==> config.mk <==
export PLATFORM = sky130hd
export DESIGN_NAME = x_corr_engine_flat
export DESIGN_NICKNAME = d
export VERILOG_FILES = /design/src/rtl/x_corr_engine_if.sv /design/src/rtl/x_corr_engine.sv /design/src/flat_wrapper.sv
export SDC_FILE = /design/constraint.sdc
export NUM_CORES = 2
export LEC_CHECK = 0
export BUFFER_PORTS_ARGS = -buffer_cell sky130_fd_sc_hd__buf_2
export CORE_UTILIZATION = 54
export DETAILED_ROUTE_END_ITERATION = 10
export PLACE_DENSITY = 0.7
export SYNTH_ARGS = -nofsm -noshare
export SYNTH_HDL_FRONTEND = slang
export SYNTH_SLANG_ARGS = --single-unit
==> constraint.sdc <==
create_clock -name clk -period 6.5 [get_ports clk]
set_clock_uncertainty 0.05 [all_clocks]
set_input_delay 1.3 -clock clk [delete_from_list [all_inputs] [get_ports clk]]
set_output_delay 1.3 -clock clk [all_outputs]
set_load 0.05 [all_outputs]
==> src/rtl/x_corr_engine_if.sv <==
// rtl/x_corr_engine_if.sv - sample-in / result-out handshake bundle for x_corr_engine
interface x_corr_engine_if #(
    parameter int xi_bits             = 12,
    parameter int xq_bits             = 12,
    parameter int yi_bits             = 12,
    parameter int yq_bits             = 12,
    parameter int length_counter_bits = 4,
    parameter int out_max_bits        = 32
);
    logic                           m_axis_tvalid;
    logic                           s_axis_tready;
    logic signed [xi_bits-1:0]      xi;
    logic signed [xq_bits-1:0]      xq;
    logic signed [yi_bits-1:0]      yi;
    logic signed [yq_bits-1:0]      yq;
    logic                           s_axis_tvalid;
    logic                           m_axis_tready;
    logic [out_max_bits-1:0]        out_max;
    logic [length_counter_bits-1:0] index;

    modport master (
        output m_axis_tvalid, xi, xq, yi, yq, m_axis_tready,
        input  s_axis_tready, s_axis_tvalid, out_max, index
    );

    modport slave (
        input  m_axis_tvalid, xi, xq, yi, yq, m_axis_tready,
        output s_axis_tready, s_axis_tvalid, out_max, index
    );
endinterface

==> src/rtl/x_corr_engine.sv <==
// rtl/x_corr_engine.sv - complex cross-correlator with per-frame peak search
// Optional X_CORR_SQ_MAG_EN selects I^2+Q^2 magnitude (one extra stage) instead of |I|+|Q|.
module x_corr_engine #(
    parameter int xi_bits             = 12,
    parameter int xq_bits             = 12,
    parameter int yi_bits             = 12,
    parameter int yq_bits             = 12,
    parameter int i_bits              = 32,
    parameter int q_bits              = 32,
    parameter int length              = 16,
    parameter int length_counter_bits = 4,
    parameter int out_max_bits        = 32
) (
    input  logic           clk,
    input  logic           rst_n,
    x_corr_engine_if.slave bus
);
    localparam int XW = (xi_bits > xq_bits) ? xi_bits : xq_bits;
    localparam int YW = (yi_bits > yq_bits) ? yi_bits : yq_bits;
    localparam int PW = XW + YW;
    localparam int CW = length_counter_bits;
    localparam logic [CW-1:0] LAST = CW'(length - 1);

    typedef enum logic [1:0] {RUN, DRAIN, DONE} state_t;
    state_t state_q, state_d;

    logic          ready, accept, frame_clr, last_smp, last_lag;
    logic [CW-1:0] smp_cnt, lag_cnt;

    assign ready     = (state_q == RUN);
    assign accept    = bus.m_axis_tvalid && ready;
    assign frame_clr = (state_q == DONE) && bus.m_axis_tready;
    assign last_smp  = (smp_cnt == LAST);
    assign last_lag  = (lag_cnt == LAST);

    assign bus.s_axis_tready = ready;
    assign bus.s_axis_tvalid = (state_q == DONE);

    logic signed [PW-1:0] p_ii, p_qq, p_qi, p_iq;
    assign p_ii = PW'(bus.xi) * PW'(bus.yi);
    assign p_qq = PW'(bus.xq) * PW'(bus.yq);
    assign p_qi = PW'(bus.xq) * PW'(bus.yi);
    assign p_iq = PW'(bus.xi) * PW'(bus.yq);

    // Stage 1: product register, tagged with lag position
    logic                     p_vld, p_close, p_final;
    logic [CW-1:0]            p_lag;
    logic signed [i_bits-1:0] p_i;
    logic signed [q_bits-1:0] p_q;

    always_ff @(posedge clk or negedge rst_n) begin
        if (!rst_n) begin
            smp_cnt <= '0;
            lag_cnt <= '0;
            p_vld   <= 1'b0;
            p_close <= 1'b0;
            p_final <= 1'b0;
            p_lag   <= '0;
            p_i     <= '0;
            p_q     <= '0;
        end else begin
            p_vld <= accept;
            if (accept) begin
                p_i     <= i_bits'(p_ii) + i_bits'(p_qq);
                p_q     <= q_bits'(p_qi) - q_bits'(p_iq);
                p_close <= last_smp;
                p_final <= last_smp && last_lag;
                p_lag   <= lag_cnt;
            end
            if (frame_clr) begin
                smp_cnt <= '0;
                lag_cnt <= '0;
            end else if (accept) begin
                if (last_smp) begin
                    smp_cnt <= '0;
                    lag_cnt <= lag_cnt + 1'b1;
                end else begin
                    smp_cnt <= smp_cnt + 1'b1;
                end
            end
        end
    end

    // Stage 2: accumulate; a closing sample hands the lag sum onward and clears the accumulator
    logic signed [i_bits-1:0] acc_i, a_i;
    logic signed [q_bits-1:0] acc_q, a_q;
    logic                     a_vld, a_final;
    logic [CW-1:0]            a_lag;

    always_ff @(posedge clk or negedge rst_n) begin
        if (!rst_n) begin
            acc_i   <= '0;
            acc_q   <= '0;
            a_i     <= '0;
            a_q     <= '0;
            a_vld   <= 1'b0;
            a_final <= 1'b0;
            a_lag   <= '0;
        end else begin
            a_vld <= p_vld && p_close;
            if (frame_clr) begin
                acc_i <= '0;
                acc_q <= '0;
            end else if (p_vld) begin
                if (p_close) begin
                    a_i     <= acc_i + p_i;
                    a_q     <= acc_q + p_q;
                    a_lag   <= p_lag;
                    a_final <= p_final;
                    acc_i   <= '0;
                    acc_q   <= '0;
                end else begin
                    acc_i <= acc_i + p_i;
                    acc_q <= acc_q + p_q;
                end
            end
        end
    end

`ifdef X_CORR_SQ_MAG_EN
    localparam int SQI_W = 2 * i_bits;
    localparam int SQQ_W = 2 * q_bits;
    localparam int MAG_W = ((SQI_W > SQQ_W) ? SQI_W : SQQ_W) + 1;

    logic [SQI_W-1:0] s_ii;
    logic [SQQ_W-1:0] s_qq;
    logic             s_vld, s_final;
    logic [CW-1:0]    s_lag;

    always_ff @(posedge clk or negedge rst_n) begin
        if (!rst_n) begin
            s_ii    <= '0;
            s_qq    <= '0;
            s_vld   <= 1'b0;
            s_final <= 1'b0;
            s_lag   <= '0;
        end else begin
            s_vld   <= a_vld;
            s_ii    <= SQI_W'(a_i) * SQI_W'(a_i);
            s_qq    <= SQQ_W'(a_q) * SQQ_W'(a_q);
            s_final <= a_final;
            s_lag   <= a_lag;
        end
    end

    logic [MAG_W-1:0] mag_full;
    logic             mag_vld, mag_final;
    logic [CW-1:0]    mag_lag;
    assign mag_full  = MAG_W'(s_ii) + MAG_W'(s_qq);
    assign mag_vld   = s_vld;
    assign mag_final = s_final;
    assign mag_lag   = s_lag;
`else
    localparam int MAG_W = ((i_bits > q_bits) ? i_bits : q_bits) + 1;

    logic [i_bits-1:0] abs_i;
    logic [q_bits-1:0] abs_q;
    assign abs_i = a_i[i_bits-1] ? -a_i : a_i;
    assign abs_q = a_q[q_bits-1] ? -a_q : a_q;

    logic [MAG_W-1:0] mag_full;
    logic             mag_vld, mag_final;
    logic [CW-1:0]    mag_lag;
    assign mag_full  = MAG_W'(abs_i) + MAG_W'(abs_q);
    assign mag_vld   = a_vld;
    assign mag_final = a_final;
    assign mag_lag   = a_lag;
`endif

    localparam int EXT_W = (MAG_W > out_max_bits) ? MAG_W : out_max_bits;
    logic [EXT_W-1:0]        mag_ext, mag_lim;
    logic [out_max_bits-1:0] mag_sat;
    assign mag_ext = EXT_W'(mag_full);
    assign mag_lim = EXT_W'({out_max_bits{1'b1}});
    assign mag_sat = (mag_ext > mag_lim) ? mag_lim[out_max_bits-1:0] : mag_ext[out_max_bits-1:0];

    // Stage 3: registered saturated magnitude
    logic [out_max_bits-1:0] m_mag;
    logic                    m_vld, m_final;
    logic [CW-1:0]           m_lag;

    always_ff @(posedge clk or negedge rst_n) begin
        if (!rst_n) begin
            m_mag   <= '0;
            m_vld   <= 1'b0;
            m_final <= 1'b0;
            m_lag   <= '0;
        end else begin
            m_vld   <= mag_vld;
            m_mag   <= mag_sat;
            m_final <= mag_vld && mag_final;
            m_lag   <= mag_lag;
        end
    end

    // Strict compare keeps the earliest lag on ties
    logic [out_max_bits-1:0] run_max, best_max, res_max;
    logic [CW-1:0]           run_idx, best_idx, res_idx;
    logic                    better;
    assign better   = (m_mag > run_max);
    assign best_max = better ? m_mag : run_max;
    assign best_idx = better ? m_lag : run_idx;

    always_ff @(posedge clk or negedge rst_n) begin
        if (!rst_n) begin
            run_max <= '0;
            run_idx <= '0;
            res_max <= '0;
            res_idx <= '0;
        end else if (frame_clr) begin
            run_max <= '0;
            run_idx <= '0;
        end else if (m_vld) begin
            run_max <= best_max;
            run_idx <= best_idx;
            if (m_final) begin
                res_max <= best_max;
                res_idx <= best_idx;
            end
        end
    end

    assign bus.out_max = res_max;
    assign bus.index   = res_idx;

    always_ff @(posedge clk or negedge rst_n) begin
        if (!rst_n) state_q <= RUN;
        else        state_q <= state_d;
    end

    always_comb begin
        state_d = state_q;
        case (state_q)
            RUN:     if (accept && last_smp && last_lag) state_d = DRAIN;
            DRAIN:   if (m_vld && m_final)              state_d = DONE;
            DONE:    if (bus.m_axis_tready)             state_d = RUN;
            default: state_d = RUN;
        endcase
    end
endmodule

==> src/flat_wrapper.sv <==
// flat-port wrapper written by rule: the top's interface ports become plain ports
module x_corr_engine_flat 
#(
    parameter int xi_bits             = 12,
    parameter int xq_bits             = 12,
    parameter int yi_bits             = 12,
    parameter int yq_bits             = 12,
    parameter int i_bits              = 32,
    parameter int q_bits              = 32,
    parameter int length              = 16,
    parameter int length_counter_bits = 4,
    parameter int out_max_bits        = 32
)
  (clk, rst_n, bus_m_axis_tvalid, bus_xi, bus_xq, bus_yi, bus_yq, bus_m_axis_tready, bus_s_axis_tready, bus_s_axis_tvalid, bus_out_max, bus_index);
  x_corr_engine_if #(.xi_bits(xi_bits), .xq_bits(xq_bits), .yi_bits(yi_bits), .yq_bits(yq_bits), .length_counter_bits(length_counter_bits), .out_max_bits(out_max_bits)) bus_i ();
  input  logic clk;
  input  logic rst_n;
  input wire logic [$bits(bus_i.m_axis_tvalid)-1:0] bus_m_axis_tvalid;
  input wire logic [$bits(bus_i.xi)-1:0] bus_xi;
  input wire logic [$bits(bus_i.xq)-1:0] bus_xq;
  input wire logic [$bits(bus_i.yi)-1:0] bus_yi;
  input wire logic [$bits(bus_i.yq)-1:0] bus_yq;
  input wire logic [$bits(bus_i.m_axis_tready)-1:0] bus_m_axis_tready;
  output wire logic [$bits(bus_i.s_axis_tready)-1:0] bus_s_axis_tready;
  output wire logic [$bits(bus_i.s_axis_tvalid)-1:0] bus_s_axis_tvalid;
  output wire logic [$bits(bus_i.out_max)-1:0] bus_out_max;
  output wire logic [$bits(bus_i.index)-1:0] bus_index;
  assign bus_i.m_axis_tvalid = bus_m_axis_tvalid;
  assign bus_i.xi = bus_xi;
  assign bus_i.xq = bus_xq;
  assign bus_i.yi = bus_yi;
  assign bus_i.yq = bus_yq;
  assign bus_i.m_axis_tready = bus_m_axis_tready;
  assign bus_s_axis_tready = bus_i.s_axis_tready;
  assign bus_s_axis_tvalid = bus_i.s_axis_tvalid;
  assign bus_out_max = bus_i.out_max;
  assign bus_index = bus_i.index;
  x_corr_engine #(.xi_bits(xi_bits), .xq_bits(xq_bits), .yi_bits(yi_bits), .yq_bits(yq_bits), .i_bits(i_bits), .q_bits(q_bits), .length(length), .length_counter_bits(length_counter_bits), .out_max_bits(out_max_bits)) u_core (.clk(clk), .rst_n(rst_n), .bus(bus_i));
endmodule
### Word-level counts from Yosys, hierarchy flattened

Index checks and enable logic that the tools add are counted.

| cells by class | value |
|---|---|
| $add $sub $neg | 9 |
| reductions and logical operators | 17 |
| bitwise logic cells | 1 |
| magnitude comparators | 2 |
| mux-type cells | 25 |
| equality and inequality tests | 7 |
| $mul | 4 |

Operators by type and width:

| cell | count |
|---|---|
| 32-bit 2-to-1 mux | 12 |
| 12-bit by 12-bit multiplier with 24-bit output | 4 |
| 32-bit adder | 2 |
| 32-bit negation | 2 |
| 4-bit 2-to-1 mux | 9 |
| 32-bit by 32-bit adder with 33-bit output | 1 |
| 33-bit by 32-bit > comparator with 1-bit output (second input constant) | 1 |
| 32-bit > comparator | 1 |
| 24-bit by 24-bit adder with 25-bit output | 1 |
| 24-bit by 24-bit subtractor with 25-bit output | 1 |
| 3-bit AND reduction | 3 |
| 4-bit by 1-bit adder with 4-bit output (second input constant) | 2 |
| 4-bit == test (second input constant) | 2 |
| 1-bit logical AND | 8 |
| 2-bit nonzero test | 4 |
| 2-bit 2-to-1 mux | 3 |
| 2-bit one-hot mux with 3 select lines | 1 |
| 2-bit != test (second input constant) | 2 |
| 2-bit by 1-bit == test with 1-bit output (second input constant) | 1 |
| 2-bit == test (second input constant) | 1 |
| 2-bit logical NOT | 1 |
| 2-bit by 1-bit != test with 1-bit output (second input constant) | 1 |
| 2-bit AND reduction | 1 |
| 1-bit NOT | 1 |

| word-level totals | value |
|---|---|
| bits of input ports | 52 |
| logic and storage cells | 89 |
| flip-flop bits (word level) | 325 |
| output and inout port bits | 38 |

### Longest topological paths before layout

| logic depth | value |
|---|---|
| depth in word-level cells | 6 |
| depth in mapped cells | 27 |
| mapped depth without buffers | 26 |

### Least setup slack after synthesis

OpenSTA, ideal clock, no wires.

| timing | value |
|---|---|
| kind | input -> register |
| start point | input bus_xq[11] |
| end point | register u_core.p_i[30] |
| path slack | -1.350 ns |
| buffers on the path | 1 |
| setup time | 0.133 ns |
| stages | 23 |
| arrival time | 7.667 ns |
| required time | 6.317 ns |
| path through | clkbuf_1 > nand2_1 > fa_1 > inv_1 > fa_1 > fa_1 > fa_1 > fa_1 > fa_1 > inv_1 > fa_1 > inv_1 > ha_1 > a21o_1 > a21o_1 > a21o_1 > nor3_1 > a21oi_1 > a41o_1 > or4_1 > a31oi_1 > xnor2_1 > o21ai_0 |

| on the way | value |
|---|---|
| cells in the longest elaborated chain, start to end | 2 |

RTL lines:

| element | RTL line | text |
|---|---|---|
| from (decl) | flat_wrapper.sv:20 | `input wire logic [$bits(bus_i.xq)-1:0] bus_xq;` |
| 12-bit by 12-bit multiplier with 24-bit output | x_corr_engine.sv:41 | `assign p_qq = PW'(bus.xq) * PW'(bus.yq);` |
| 24-bit by 24-bit adder with 25-bit output | x_corr_engine.sv:64 | `p_i <= i_bits'(p_ii) + i_bits'(p_qq);` |
| to (signal assigned) | x_corr_engine.sv:64 |  |
| to (decl) | x_corr_engine.sv:48 | `logic signed [i_bits-1:0] p_i;` |

Every way passes these cells.
A chain may end at the register's enable or synchronous reset.

### Worst setup path after layout

| timing | value |
|---|---|
| start point | input bus_xi[9] |
| end point | register u_core.p_q[23] |

| on the way | value |
|---|---|
| cells in the longest elaborated chain, start to end | 2 |

RTL lines:

| element | RTL line | text |
|---|---|---|
| from (decl) | flat_wrapper.sv:19 | `input wire logic [$bits(bus_i.xi)-1:0] bus_xi;` |
| 12-bit by 12-bit multiplier with 24-bit output | x_corr_engine.sv:43 | `assign p_iq = PW'(bus.xi) * PW'(bus.yq);` |
| 24-bit by 24-bit subtractor with 25-bit output | x_corr_engine.sv:65 | `p_q <= q_bits'(p_qi) - q_bits'(p_iq);` |
| to (signal assigned) | x_corr_engine.sv:65 |  |
| to (decl) | x_corr_engine.sv:49 | `logic signed [q_bits-1:0] p_q;` |

Every way passes these cells.

==> results.json <==
{
  "synth_warnings": 0,
  "outcome": "finished with violations",
  "grt_start_max_net_pins": 174,
  "crit_path_frequent_cell": "fa_1",
  "synthCells": 4368,
  "post-route-drc-count": 0,
  "setup_slack_ps": -629,
  "crit_slowest_cell": "fa_2",
  "cts_root_buffer": "clkbuf_16",
  "rr_worst_depth": 17,
  "synth_seq_cells": 311,
  "worstReg2RegStart": "u_core.a_i[4]",
  "path_cells": "buf_6 -> bufbuf_16 -> and2_1 -> fa_1 -> inv_1 -> fa_1 -> fa_1 -> fa_2 -> fa_1 -> fa_1 -> inv_1 -> fa_1 -> inv_2 -> ha_4 -> or3_1 -> o21ai_1 -> a31o_4 -> o21ai_2 -> or4_1 -> a31oi_2 -> xor2_1 -> o21ai_0",
  "crit_start": "bus_xi[9]",
  "synth_fp_nets": 5394,
  "core_area_um2": 74700,
  "relSlewSlack_pct": 16.9,
  "path_class": "input port to register",
  "area_delta_synth_final_pct": 17.9,
  "hold_viol": 0,
  "grt.overflow.total": 0,
  "drt_iter0_drc": 1643,
  "fmaxAchievable_mhz": 140,
  "worst_path_largest_cell_delay_ps": 630,
  "critPathMaxFanout": 6,
  "synth_edf_count": 0,
  "die_y_um": 277,
  "ys_types": 70,
  "antenna_found_initial": 0,
  "dp_hpwl_um": 81000,
  "crit_end": "u_core.p_q[23]",
  "cts_tree": "done",
  "finalSetupViolCount": 17,
  "crit_path_start_kind": "input port",
  "vias": 30900,
  "r2r-end": "u_core.m_mag[15]",
  "die-area_um2": 77000,
  "numCtsBuffers": 34,
  "synth_area_um2": 41000,
  "clock_latency_ps": 540,
  "fin_crit_sh_pct": 110,
  "failed_checks": "setup timing",
  "htree_levels": 2,
  "cts.clk_slew.worst_paths_ps": 60,
  "hold_path.class": "register to register",
  "ys.flop_type": "dfrtp_1",
  "hold_slack_ps": 319,
  "rsz0062_at_grt": "yes",
  "first_global_vias": 32900,
  "synth-seq-area-share_pct": 19.0,
  "grt_pass1_wl_um": 168000,
  "num_rows": 100,
  "drive_gt1_share_pct": 17.4,
  "cp.arrival_ps": 7460,
  "syn_avg_cell_area_um2": 9.38,
  "num-fill-cells": 5971,
  "worstPathRequired_ps": 6830,
  "synthArstFlopShare_pct": 100,
  "finalCriticalPeriod_ps": 7130,
  "drt-total-wl_um": 101000,
  "cts_max_path_buffers": 3,
  "r2r_slack_ps": 960,
  "cap_viol_max_count": 0,
  "report.final.slew_viol_count": 0,
  "die_w_um": 277,
  "wire_per_inst_um": 17.6,
  "grt_usage_pct": 27.0,
  "io_pins": 90,
  "diodes": 0,
  "drt-vias-per-instance": 5.40,
  "cts_sinks": 311,
  "nNetsFinal": 5750,
  "ant_nets": 0,
  "numPortBuffers": 89,
  "tightest_slew_ps": 1240,
  "start_util_pct": 54.8,
  "drt_first_pass_iters": 6,
  "cp-end-kind": "register",
  "cts_hold_buf": 0,
  "place.gp.congestion": 0.923
}
==> cells by family (layout without fill, tap and decap cells) <==
group / Yosys count / in the layout / synth area share [%]
AOI/OAI and AO/OA: 615 / 615 / 9.99
xor gates and xnor gates: 215 / 215 / 4.60
adders and majority gates: 974 / 974 / 41.7
buffers and inverters: 937 / 1318 / 8.59
DFF: 311 / 311 / 19.0
muxes: 49 / 49 / 1.23
and+or+nand+nor: 1267 / 1267 / 14.9
==> flip-flops by register name, indices dropped and copies added (netlist names), 25 cells and up <==
signal              flops
u_core.a_i             32
u_core.a_q             32
u_core.acc_i           32
u_core.acc_q           32
u_core.bus.out_max     32
u_core.m_mag           32
u_core.run_max         32
u_core.p_i             25
u_core.p_q             25
==> critical path, delay by kind of cell <==
| family | cells | cell delay, ps |
|---|---|---|
| fa+ha+maj | 8 | 3810 |
| simple gates | 3 | 980 |
| compound gates | 5 | 650 |
| buf+inv | 5 | 560 |
| xor+xnor | 1 | 150 |
==> metal layers <==
metal | GRT usage [%] | wire length, µm | share of wire [%]
met3 | 1.88 | 3950 | 3.9
met4 | 9.86 | 4250 | 4.2
met5 | 0 | 0 | 0
met1 | 34.9 | 41700 | 41
met2 | 47.7 | 50800 | 50
==> area by class of cell <==
| cell class | count | area [µm²] | share of cell area, % |
|---|---|---|---|
| clock inverter | 20 | 282 | 0.583 |
| sequential | 311 | 7780 | 16.1 |
| inverter | 766 | 2880 | 5.97 |
| clock buffer | 41 | 938 | 1.94 |
| tap | 969 | 1210 | 2.51 |
| multi-input combinational | 3120 | 30700 | 63.6 |
| timing repair buffer | 491 | 4470 | 9.27 |
==> cells in the final DEF (no fill, tap or decap), drive strengths merged, types with 11 or more instances in the layout <==
cell type	count
o21ai	186
a21o	85
nor2	109
or4	12
clkbuf	46
ha	320
nand2	612
buf	484
or3	15
dfrtp	311
nor3	62
nor2b	13
and2	308
a211oi	19
nand2b	45
a31o	38
xor2	46
inv	767
a22o	54
a21oi	96
nand4	18
o41ai	11
xnor2	169
o21bai	14
nand3	32
o21a	19
fa	654
mux2	11
o31ai	23
mux2i	38
a31oi	12
==> how the worst min path moves through the flow <==
| stage | slack, ps | start | end | cells past startpoint |
|---|---|---|---|---|
| floorplan | 300 | u_core.a_vld | u_core.m_vld | 0 |
| global placement | 300 | u_core.a_vld | u_core.m_vld | 0 |
| detailed placement | 300 | u_core.a_vld | u_core.m_vld | 0 |
| CTS | 320 | u_core.a_vld | u_core.m_vld | 0 |
| global route | 330 | u_core.a_vld | u_core.m_vld | 0 |
| finish | 320 | u_core.a_vld | u_core.m_vld | 0 |
==> Yosys cell counts, drive strengths merged, types with 13 or more instances <==
cell	number	area, µm²
and2	308	1930
nand4	18	113
nand2	612	2310
fa	654	13100
nand3	32	160
ha	320	4000
o21ai	186	931
buf	18	70.1
nor2b	13	81.3
o31ai	23	173
inv	764	2870
a211oi	19	143
nor3	62	310
a21oi	96	480
nor2	109	424
nand2b	45	282
xnor2	169	1480
a22o	54	473
mux2i	38	380
xor2	46	403
clkbuf	153	574
dfrtp	311	7780
or3	15	98.8
o21bai	14	105
o21a	19	143
a31o	38	333
a21o	85	638
==> per-stage QoR <==
stage / instances / utilization, % / setup WS [ps] / setup TNS [ps] / instance area, µm²
after floorplan: 4368 / - / -825 / -5430 / 41800
final: 5718 / 64.6 / -629 / -5290 / 48300
after CTS: 5698 / 63.7 / -549 / -5200 / 47600
after global routing: 5718 / 64.6 / -769 / -8950 / 48300
after detailed placement: 5601 / 60.7 / -1380 / -26580 / 45300
after global placement: 5601 / 60.7 / -1320 / -23990 / 45300
==> repair_timing <==
action | CTS | global route
gates resized for setup | 180 | 154
buffers inserted | 36 | 23
cloned | 3 | 1
endpoints found under the setup margin | 25 | 27
pin swaps | 102 | 148
Power is not shown: default switching activity piles up to over one toggle a cycle in this logic, so the estimate is an artifact.
